**src/rtl/pipelined_adder_if.sv**
```systemverilog
// pipelined_adder_if: operand/result handshake bundle for pipelined_adder
//   master: drives operands, controls, valid_in and ready_in
//   slave : drives ready_out, valid_out, result_out and the carry/overflow/zero flags
interface pipelined_adder_if #(parameter int WIDTH = 32);
  logic             valid_in;
  logic             ready_out;
  logic [WIDTH-1:0] operand1_in;
  logic [WIDTH-1:0] operand2_in;
  logic             carry_in;
  logic             sub_in;
  logic             valid_out;
  logic             ready_in;
  logic [WIDTH-1:0] result_out;
  logic             carry_out;
  logic             overflow_out;
  logic             zero_out;
  modport master (
    output valid_in, operand1_in, operand2_in, carry_in, sub_in, ready_in,
    input  ready_out, valid_out, result_out, carry_out, overflow_out, zero_out
  );
  modport slave (
    input  valid_in, operand1_in, operand2_in, carry_in, sub_in, ready_in,
    output ready_out, valid_out, result_out, carry_out, overflow_out, zero_out
  );
endinterface

```
**src/rtl/pipelined_adder.sv**
```systemverilog
// pipelined_adder: WIDTH-bit add/subtract split into WIDTH/CHUNK registered ripple chunks
//   clk_in   : clock, all state rising-edge
//   rst_n_in : asynchronous active-low reset
//   bus      : slave side of pipelined_adder_if (operands, sub/carry controls,
//              valid/ready in both directions, result and carry/overflow/zero flags)
module pipelined_adder #(
  parameter int WIDTH = 32,
  parameter int CHUNK = 16
) (
  input logic              clk_in,
  input logic              rst_n_in,
  pipelined_adder_if.slave bus
);
  localparam int STAGES = WIDTH / CHUNK;
  localparam int L = STAGES - 1;
  logic w_adv;
  logic r_ovf, r_zero;
  if (CHUNK < 1 || CHUNK > WIDTH || WIDTH % CHUNK != 0) begin : g_bad
    $error("pipelined_adder: WIDTH must be a positive multiple of CHUNK");
  end
  // The whole pipeline moves in lockstep; it only stalls when a finished result is unclaimed.
  assign w_adv = ~bus.valid_out | bus.ready_in;
  assign bus.ready_out = w_adv;
  for (genvar k = 0; k < STAGES; k++) begin : g_st
    localparam int HI = WIDTH - k * CHUNK;
    localparam int SW = (k + 1) * CHUNK;
    // w_a/w_b hold the operand bits not yet added, with this stage's chunk at the bottom.
    logic [HI-1:0]  w_a, w_b;
    logic           w_ci, w_v;
    logic [CHUNK:0] w_add;
    logic [SW-1:0]  w_sum;
    logic           r_v, r_c;
    logic [SW-1:0]  r_s;
    if (k == 0) begin : g_in
      assign w_a   = bus.operand1_in;
      assign w_b   = bus.sub_in ? ~bus.operand2_in : bus.operand2_in;
      assign w_ci  = bus.carry_in;
      assign w_v   = bus.valid_in;
      assign w_sum = w_add[CHUNK-1:0];
    end else begin : g_mid
      assign w_a   = g_st[k-1].g_skew.r_a;
      assign w_b   = g_st[k-1].g_skew.r_b;
      assign w_ci  = g_st[k-1].r_c;
      assign w_v   = g_st[k-1].r_v;
      assign w_sum = {w_add[CHUNK-1:0], g_st[k-1].r_s};
    end
    assign w_add = {1'b0, w_a[CHUNK-1:0]} + {1'b0, w_b[CHUNK-1:0]} + {{CHUNK{1'b0}}, w_ci};
    always_ff @(posedge clk_in or negedge rst_n_in) begin
      if (!rst_n_in) begin
        r_v <= 1'b0;
        r_c <= 1'b0;
        r_s <= '0;
      end else if (w_adv) begin
        r_v <= w_v;
        r_c <= w_add[CHUNK];
        r_s <= w_sum;
      end
    end
    // Only stages with work left downstream carry the upper operand chunks forward.
    if (k < L) begin : g_skew
      logic [HI-CHUNK-1:0] r_a, r_b;
      always_ff @(posedge clk_in or negedge rst_n_in) begin
        if (!rst_n_in) begin
          r_a <= '0;
          r_b <= '0;
        end else if (w_adv) begin
          r_a <= w_a[HI-1:CHUNK];
          r_b <= w_b[HI-1:CHUNK];
        end
      end
    end
  end
  // Flags are evaluated from the last stage's operand top bits and final sum, then registered with it.
  always_ff @(posedge clk_in or negedge rst_n_in) begin
    if (!rst_n_in) begin
      r_ovf  <= 1'b0;
      r_zero <= 1'b0;
    end else if (w_adv) begin
      r_ovf  <= (g_st[L].w_a[CHUNK-1] == g_st[L].w_b[CHUNK-1]) &
                (g_st[L].w_add[CHUNK-1] != g_st[L].w_a[CHUNK-1]);
      r_zero <= ~|g_st[L].w_sum;
    end
  end
  assign bus.valid_out    = g_st[L].r_v;
  assign bus.result_out   = g_st[L].r_s;
  assign bus.carry_out    = g_st[L].r_c;
  assign bus.overflow_out = r_ovf;
  assign bus.zero_out     = r_zero;
endmodule

```
**src/flat_wrapper.sv**
```systemverilog
// flat-port wrapper written by rule: the top's interface ports become plain ports
module pipelined_adder_flat 
#(
  parameter int WIDTH = 32,
  parameter int CHUNK = 16
)
  (clk_in, rst_n_in, bus_valid_in, bus_operand1_in, bus_operand2_in, bus_carry_in, bus_sub_in, bus_ready_in, bus_ready_out, bus_valid_out, bus_result_out, bus_carry_out, bus_overflow_out, bus_zero_out);
  pipelined_adder_if #(.WIDTH(WIDTH)) bus_i ();
  input logic clk_in;
  input logic rst_n_in;
  input wire logic [$bits(bus_i.valid_in)-1:0] bus_valid_in;
  input wire logic [$bits(bus_i.operand1_in)-1:0] bus_operand1_in;
  input wire logic [$bits(bus_i.operand2_in)-1:0] bus_operand2_in;
  input wire logic [$bits(bus_i.carry_in)-1:0] bus_carry_in;
  input wire logic [$bits(bus_i.sub_in)-1:0] bus_sub_in;
  input wire logic [$bits(bus_i.ready_in)-1:0] bus_ready_in;
  output wire logic [$bits(bus_i.ready_out)-1:0] bus_ready_out;
  output wire logic [$bits(bus_i.valid_out)-1:0] bus_valid_out;
  output wire logic [$bits(bus_i.result_out)-1:0] bus_result_out;
  output wire logic [$bits(bus_i.carry_out)-1:0] bus_carry_out;
  output wire logic [$bits(bus_i.overflow_out)-1:0] bus_overflow_out;
  output wire logic [$bits(bus_i.zero_out)-1:0] bus_zero_out;
  assign bus_i.valid_in = bus_valid_in;
  assign bus_i.operand1_in = bus_operand1_in;
  assign bus_i.operand2_in = bus_operand2_in;
  assign bus_i.carry_in = bus_carry_in;
  assign bus_i.sub_in = bus_sub_in;
  assign bus_i.ready_in = bus_ready_in;
  assign bus_ready_out = bus_i.ready_out;
  assign bus_valid_out = bus_i.valid_out;
  assign bus_result_out = bus_i.result_out;
  assign bus_carry_out = bus_i.carry_out;
  assign bus_overflow_out = bus_i.overflow_out;
  assign bus_zero_out = bus_i.zero_out;
  pipelined_adder #(.WIDTH(WIDTH), .CHUNK(CHUNK)) u_core (.clk_in(clk_in), .rst_n_in(rst_n_in), .bus(bus_i));
endmodule
```
**config.mk**
```make
export PLATFORM = sky130hd
export DESIGN_NAME = pipelined_adder_flat
export DESIGN_NICKNAME = d
export VERILOG_FILES = /design/src/rtl/pipelined_adder_if.sv /design/src/rtl/pipelined_adder.sv /design/src/flat_wrapper.sv
export SDC_FILE = /design/constraint.sdc
export NUM_CORES = 1
export LEC_CHECK = 0
export BUFFER_PORTS_ARGS = -buffer_cell sky130_fd_sc_hd__buf_2
export CAP_MARGIN = 0
export CORE_MARGIN = 1.5
export CORE_UTILIZATION = 50
export DETAILED_ROUTE_END_ITERATION = 6
export PLACE_DENSITY = 0.83
export SLEW_MARGIN = 25
export SYNTH_ARGS = -nofsm -noshare
export SYNTH_HDL_FRONTEND = slang
export SYNTH_SLANG_ARGS = --single-unit
```
**constraint.sdc**
```tcl
create_clock -name clk_in -period 2.52 [get_ports clk_in]
set_input_delay 0.252 -clock clk_in [delete_from_list [all_inputs] [get_ports clk_in]]
set_output_delay 0.252 -clock clk_in [all_outputs]
set_load 0.05 [all_outputs]
```
==> results of run 1 <==
==> path summary, 6_finish.rpt <==
| check | from | end | slack, ns | depth (start not counted) |
|---|---|---|---|---|
| max in group asynchronous | rst_n_in | u_core.bus.result_out[1]$_DFFE_PN0P_ | 1.48 | 3 |
| worst max register to register | u_core.g_st[0].g_skew.r_a[0]$_DFFE_PN0P_ | u_core.bus.result_out[31]$_DFFE_PN0P_ | -0.13 | 11 |
| worst max-delay path | u_core.g_st[0].g_skew.r_a[0]$_DFFE_PN0P_ | u_core.bus.result_out[31]$_DFFE_PN0P_ | -0.13 | 11 |
| worst min-delay path | bus_operand1_in[29] | u_core.g_st[0].g_skew.r_a[13]$_DFFE_PN0P_ | 0.08 | 3 |
| worst min register to register | u_core.g_st[0].r_v$_DFFE_PN0P_ | u_core.g_st[0].r_v$_DFFE_PN0P_ | 0.46 | 2 |
| min in group asynchronous | rst_n_in | u_core.g_st[0].g_skew.r_a[4]$_DFFE_PN0P_ | 0.41 | 2 |
==> repair_timing <==
item | 4_1_cts | 5_1_grt
gates resized for setup | 11 | 13
setup endpoints to repair | 5 | 10
setup buffers | 2 | 1
endpoints found under the hold margin | 41 | 0
hold buffers | 1 | 0
pin swaps | 7 | 6
==> layer usage <==
layer,share of wire,vias up,track usage,routed length (um)
li1,-,2167,-,-
met1,0.42,2106,0.2923,5031
met2,0.50,110,0.4330,6007
met3,0.054,18,0.04446,644
met4,0.019,0,0.1043,221
met5,0,-,0,0
==> registers in the layout (all words and copies together) (netlist names) <==
name / flops
u_core.g_st.g_skew.r_a: 16
u_core.bus.result_out: 32
u_core.bus.zero_out: 1
u_core.bus.valid_out: 1
u_core.bus.overflow_out: 1
u_core.g_st.r_s: 16
u_core.g_st.r_c: 1
u_core.g_st.g_skew.r_b: 16
u_core.g_st.r_v: 1
u_core.bus.carry_out: 1
==> critical path: stages (launching register included) <==
cell	delay (ns)
dfrtp_1	0.38
inv_2	0.07
fa_2	0.20
buf_4	0.11
nand2b_4	0.11
a21oi_2	0.06
o31a_1	0.25
or4_1	0.47
a31o_2	0.26
a31o_1	0.20
xor2_1	0.16
mux2_4	0.26
==> cell type report <==
class | count | area [sq um]
repair buffers | 146 | 848.3
well taps | 133 | 166.4
inverters | 18 | 67.56
clock inverters | 5 | 81.33
clock buffers | 11 | 151.4
multi-input cells | 436 | 2793
flip-flops and latches | 86 | 2152
fillers | 845 | 3379
==> synth_stat cells, types with 3 or more instances <==
library cell	n	area, sq um
ha_1	30	375.4
xor2_1	25	219.0
inv_1	17	63.81
xnor2_1	29	254.0
o21bai_1	4	30.03
nand4_1	3	18.77
a211oi_1	3	22.52
dfrtp_1	86	2152
nor2b_1	5	31.28
nor3_1	11	55.05
o211ai_1	3	22.52
a21o_1	8	60.06
o21ai_0	51	255.2
nor4_1	4	25.02
a31oi_1	4	25.02
nand3_1	5	25.02
nand2_1	151	566.8
clkbuf_1	21	78.83
nor2_1	28	105.1
nand2b_1	4	25.02
o31ai_1	3	22.52
fa_1	4	80.08
a21oi_1	32	160.2
==> per-stage QoR <==
step	hold slack (ns)	setup WS, ns	TNS [ns]	total power [uW]
floorplan	-0.04359	-0.01184	-0.01184	3985
global placement	0.2653	-0.1203	-0.3521	4709
detailed placement	0.2741	-0.2500	-1.508	4799
CTS	0.06822	-0.1423	-0.3079	5979
global route	0.07530	-0.2425	-0.8594	6412
finish	0.07774	-0.1301	-0.2277	6026
==> logic make-up (layout without fill, tap and decap cells) <==
family | Yosys count | after routing | synth area share
AOI/OAI and AO/OA | 124 | 124 | 0.1490
xor gates and xnor gates | 54 | 54 | 0.09608
adders and majority gates | 34 | 34 | 0.09253
buffers and inverters | 41 | 180 | 0.03127
DFF | 86 | 86 | 0.4372
muxes | 1 | 1 | 0.002288
and+or+nand+nor | 223 | 223 | 0.1917
==> power by group <==
part           internal [uW]  total, uW  switching, uW
Sequential              1770       2040            265
Clock                    612       1120            506
Combinational            980       2870           1890
==> impl_metrics.yaml, run 1 <==
run_status:
  status: "finished, violations left"
  violations: "negative setup slack"
place:
  placed_area_sq_mm: 0.005903
  portBuffers: 106
  place.gp.congestion: 0.9450
  dpl.cell_count: 815
  hpwl_um: 8960
synthesis:
  ys_ff_latch: 86
  syn_avg_cell_area_sq_um: 8.743
  synthArstFlopShare: 1.000
  synth_ff_type: "dfrtp_1"
  ys_warn_count: 0
  synth_area_sq_mm: 0.004922
  yosysSeqAreaShare: 0.4372
  synthCells: 563
  synthesis.nets: 667
  synth_edf_count: 0
  yosysUniqueCellTypes: 49
routing:
  vias: 4401
  antenna_left: 0
  drcViolationCount: 0
  dr.pass1.iters: 4
  drtIter0Drc: 144
  routed_via_density: 5.271
  routed_wl_um: 11910
  wire_per_inst_um: 14.26
global_route:
  grt_pass1_wl_um: 19980
  track_usage: 0.2449
  grt_max_degree: 63
  grt_pass1_vias: 4433
  grt-ovfl-total: 0
  antenna_found_initial: 0
hold_path:
  hp-class: "input pin to flop"
sta:
  skew_ns: 0.008719
  rsz0062_at_grt: "yes"
  tightest_slew_ns: 0.5377
  relSlewSlack: 0.6416
  worst_slack_ns: -0.1301
  min_period_ns: 2.650
  max_freq_mhz: 377.3
  post-route-period-util: 1.052
  hold_viol: 0
  setup_viol: 3
  finalMaxSlewViolations: 0
clock_tree:
  clk_pin_slew_ns: 0.09
  numCtsBuffers: 9
  clk_latency_ns: 0.37
  htree_levels: 3
  cts_tree: "built"
  cts-root-buf: "clkbuf_8"
  clk_path_buf_depth: 2
  clkSinkCount: 86
die:
  start_util: 0.5106
  core_region_area_sq_mm: 0.009639
  die_h_um: 102.2
  die_x_um: 102.2
  io_pins: 107
  fp-row-count: 36
  dieArea_sq_mm: 0.01045
finish:
  area_delta_synth_final_pct: 27.17
  final_nets: 801
  mostFrequentLayoutCells: "nand2_1, buf_2, dfrtp_1"
  layout_commonest_cell: "nand2_1"
  final-instance-count-excl-fill: 835
  final_util: 0.6494
  finalInstanceArea_sq_mm: 0.006260
  drive_gt1_frac: 0.2749
  num_antenna_cells: 0
worst_setup_path:
  worst_setup_path_start_kind: "flop"
  cp_max_fo: 2
  cp.arrival_ns: 2.90
  crit_type: "flop to flop"
  critical_path_required_ns: 2.77
  crit_path_end_kind: "flop"
pwr:
  powerDensity_mw_per_mm2: 962.6
  max-vdd-ir-drop_v: 0.0005885
  leakage_uw: 0.003076
job:
  maxCapViolations: 0
(Power assumes the default switching activity.)
==> run 2: changes to the inputs <==
--- a/config.mk
+++ b/config.mk
@@ -10,8 +10,8 @@
 export CORE_MARGIN = 1.5
 export CORE_UTILIZATION = 50
 export DETAILED_ROUTE_END_ITERATION = 6
-export PLACE_DENSITY = 0.83
-export SLEW_MARGIN = 25
+export PLACE_DENSITY = 0.77
+export SKIP_LAST_GASP = 1
 export SYNTH_ARGS = -nofsm -noshare
 export SYNTH_HDL_FRONTEND = slang
 export SYNTH_SLANG_ARGS = --single-unit
==> run 2 against run 1 <==
Net effect: the run still ends with negative setup slack left; design area shrank 0.82%; clock skew up 0.0061 ns; sequential share of layout area rose by 0.28 points; clock power down 23%; largest power group unchanged.
==> impl_metrics.yaml, run 2 (synthesis results as in run 1) <==
routing:
  wl_met3_um: 616
  antenna_left: 0
  vias: 4395
  routed_via_density: 5.257
  drtIter0Drc: 175
  maxUsedRoutingLayer: "met4"
  dr.pass1.iters: 5
  wl_met1_um: 4833
  drcViolationCount: 0
  routed_wl_um: 11500
  dr_wl_met2_um: 5778
  wire_per_inst_um: 13.75
sta:
  worst_slack_ns: -0.1180
  hold-worst-slack_ns: 0.06677
  setup_viol: 3
  post-route-period-util: 1.047
  max_freq_mhz: 379.1
  finalMaxSlewViolations: 0
  hold_viol: 0
  rsz0062_at_grt: "yes"
  relSlewSlack: 0.2819
  skew_ns: 0.01486
  tightest_slew_ns: 1.077
  min_period_ns: 2.638
place:
  place.gp.congestion: 0.9466
  dp_slack_ns: -0.1578
  dpl.cell_count: 816
  portBuffers: 106
  hpwl_um: 8379
  placed_area_sq_mm: 0.005911
worst_setup_path:
  crit_path_end_kind: "flop"
  critical_path_required_ns: 2.77
  crit_type: "flop to flop"
  cp.arrival_ns: 2.89
  worst_path_max_delay_cell: "or4_1"
  worst_setup_path_start_kind: "flop"
  path_buf_inv: 1
  cp_max_fo: 3
  path_delay_family: "compound AO/OA/AOI/OAI gates"
  max_stage_delay_ns: 0.47
  path_cells: "inv_2, fa_2, nand2b_4, a21oi_2, o31a_1, or4_1, a31o_2, a31o_1, xor2_1, mux2_4"
finish:
  layout_commonest_cell: "nand2_1"
  final_nets: 802
  final_util: 0.6441
  mostFrequentLayoutCells: "nand2_1, buf_2, dfrtp_1"
  drive_gt1_frac: 0.2788
  area_delta_synth_final_pct: 26.13
  num_antenna_cells: 0
  finalInstanceArea_sq_mm: 0.006208
  largest_register_ffs: 32
  final-instance-count-excl-fill: 836
clock_tree:
  clkSinkCount: 86
  clk_latency_ns: 0.36
  clk_pin_slew_ns: 0.09
  cts_tree: "built"
  cts-root-buf: "clkbuf_8"
  htree_levels: 3
  numCtsBuffers: 9
  clk_path_buf_depth: 2
global_route:
  grt_pass1_vias: 4296
  grt_pass1_wl_um: 19040
  grt_max_degree: 107
  grt-ovfl-total: 0
  antenna_found_initial: 0
  track_usage: 0.2313
die:
  die_h_um: 102.2
  dieArea_sq_mm: 0.01045
  io_pins: 107
  start_util: 0.5106
  die_x_um: 102.2
  fp-row-count: 36
  core_region_area_sq_mm: 0.009639
run_status:
  status: "finished, violations left"
  violations: "negative setup slack"
pwr:
  leakage_uw: 0.003048
  max-vdd-ir-drop_v: 0.0004681
  powerDensity_mw_per_mm2: 935.3
hold_path:
  hp-class: "input pin to async pin"
job:
  maxCapViolations: 0
[run 2: cell types whose count changed in the layout (fill, tap and decap cells not counted), sizes merged]
cell         delta
clkinvlp        +1
buf             +2
bufinv          -2
clkinv          +1
inv             +1
clkbuf          -1
dlygate4sd3     -1
[run 2: area by class of cell]
cell class / instances / area [sq um]
Inverter: 18 / 67.56
Timing Repair Buffer: 147 / 853.3
Clock buffer: 10 / 127.6
Multi-Input combinational cell: 436 / 2795
Fill cell: 887 / 3431
Sequential cell: 86 / 2152
Tap cell: 133 / 166.4
Clock inverter: 6 / 46.29
[run 2: per-layer routing]
metal | track usage | vias to the layer above
met4 | 0.09905 | 0
met1 | 0.2828 | 2061
li1 | - | 2173
met3 | 0.04446 | 25
met5 | 0 | -
met2 | 0.3994 | 136
[run 2: power breakdown]
part	leakage (uW)	switching, uW	internal [uW]
Sequential	0.00102	270	1770
Combinational	0.00194	1890	1010
Clock	0.0000829	499	363
[run 2: worst paths after layout]
kind | slack [ns] | from | end | cells after the start
setup / recovery | -0.12 | u_core.g_st[0].g_skew.r_b[0]$_DFFE_PN0P_ | u_core.bus.result_out[31]$_DFFE_PN0P_ | 10
hold / removal | 0.07 | rst_n_in | u_core.g_st[0].g_skew.r_a[5]$_DFFE_PN0P_ | 1
setup reg to reg | -0.12 | u_core.g_st[0].g_skew.r_b[0]$_DFFE_PN0P_ | u_core.bus.result_out[31]$_DFFE_PN0P_ | 10
hold reg to reg | 0.46 | u_core.g_st[0].r_v$_DFFE_PN0P_ | u_core.g_st[0].r_v$_DFFE_PN0P_ | 2
max in group asynchronous | 1.74 | rst_n_in | u_core.bus.overflow_out$_DFFE_PN0P_ | 1
min in group clk_in | 0.08 | bus_operand1_in[29] | u_core.g_st[0].g_skew.r_a[13]$_DFFE_PN0P_ | 3
[run 2: metrics by stage]
step | total power, uW | TNS [ns]
floorplan | 3985 | -0.01184
global placement | 4732 | -0.3500
detailed placement | 4806 | -0.8816
CTS | 5747 | -0.1590
global route | 6189 | -0.7790
finish | 5807 | -0.2939
[run 2: repair_timing]
| action | 4_1_cts | 5_1_grt |
|---|---|---|
| setup endpoints to repair | 5 | 5 |
| hold buffers | 0 | 0 |
| pin swaps | 10 | 9 |
| buffers inserted | 1 | 3 |
| resized for setup | 15 | 8 |
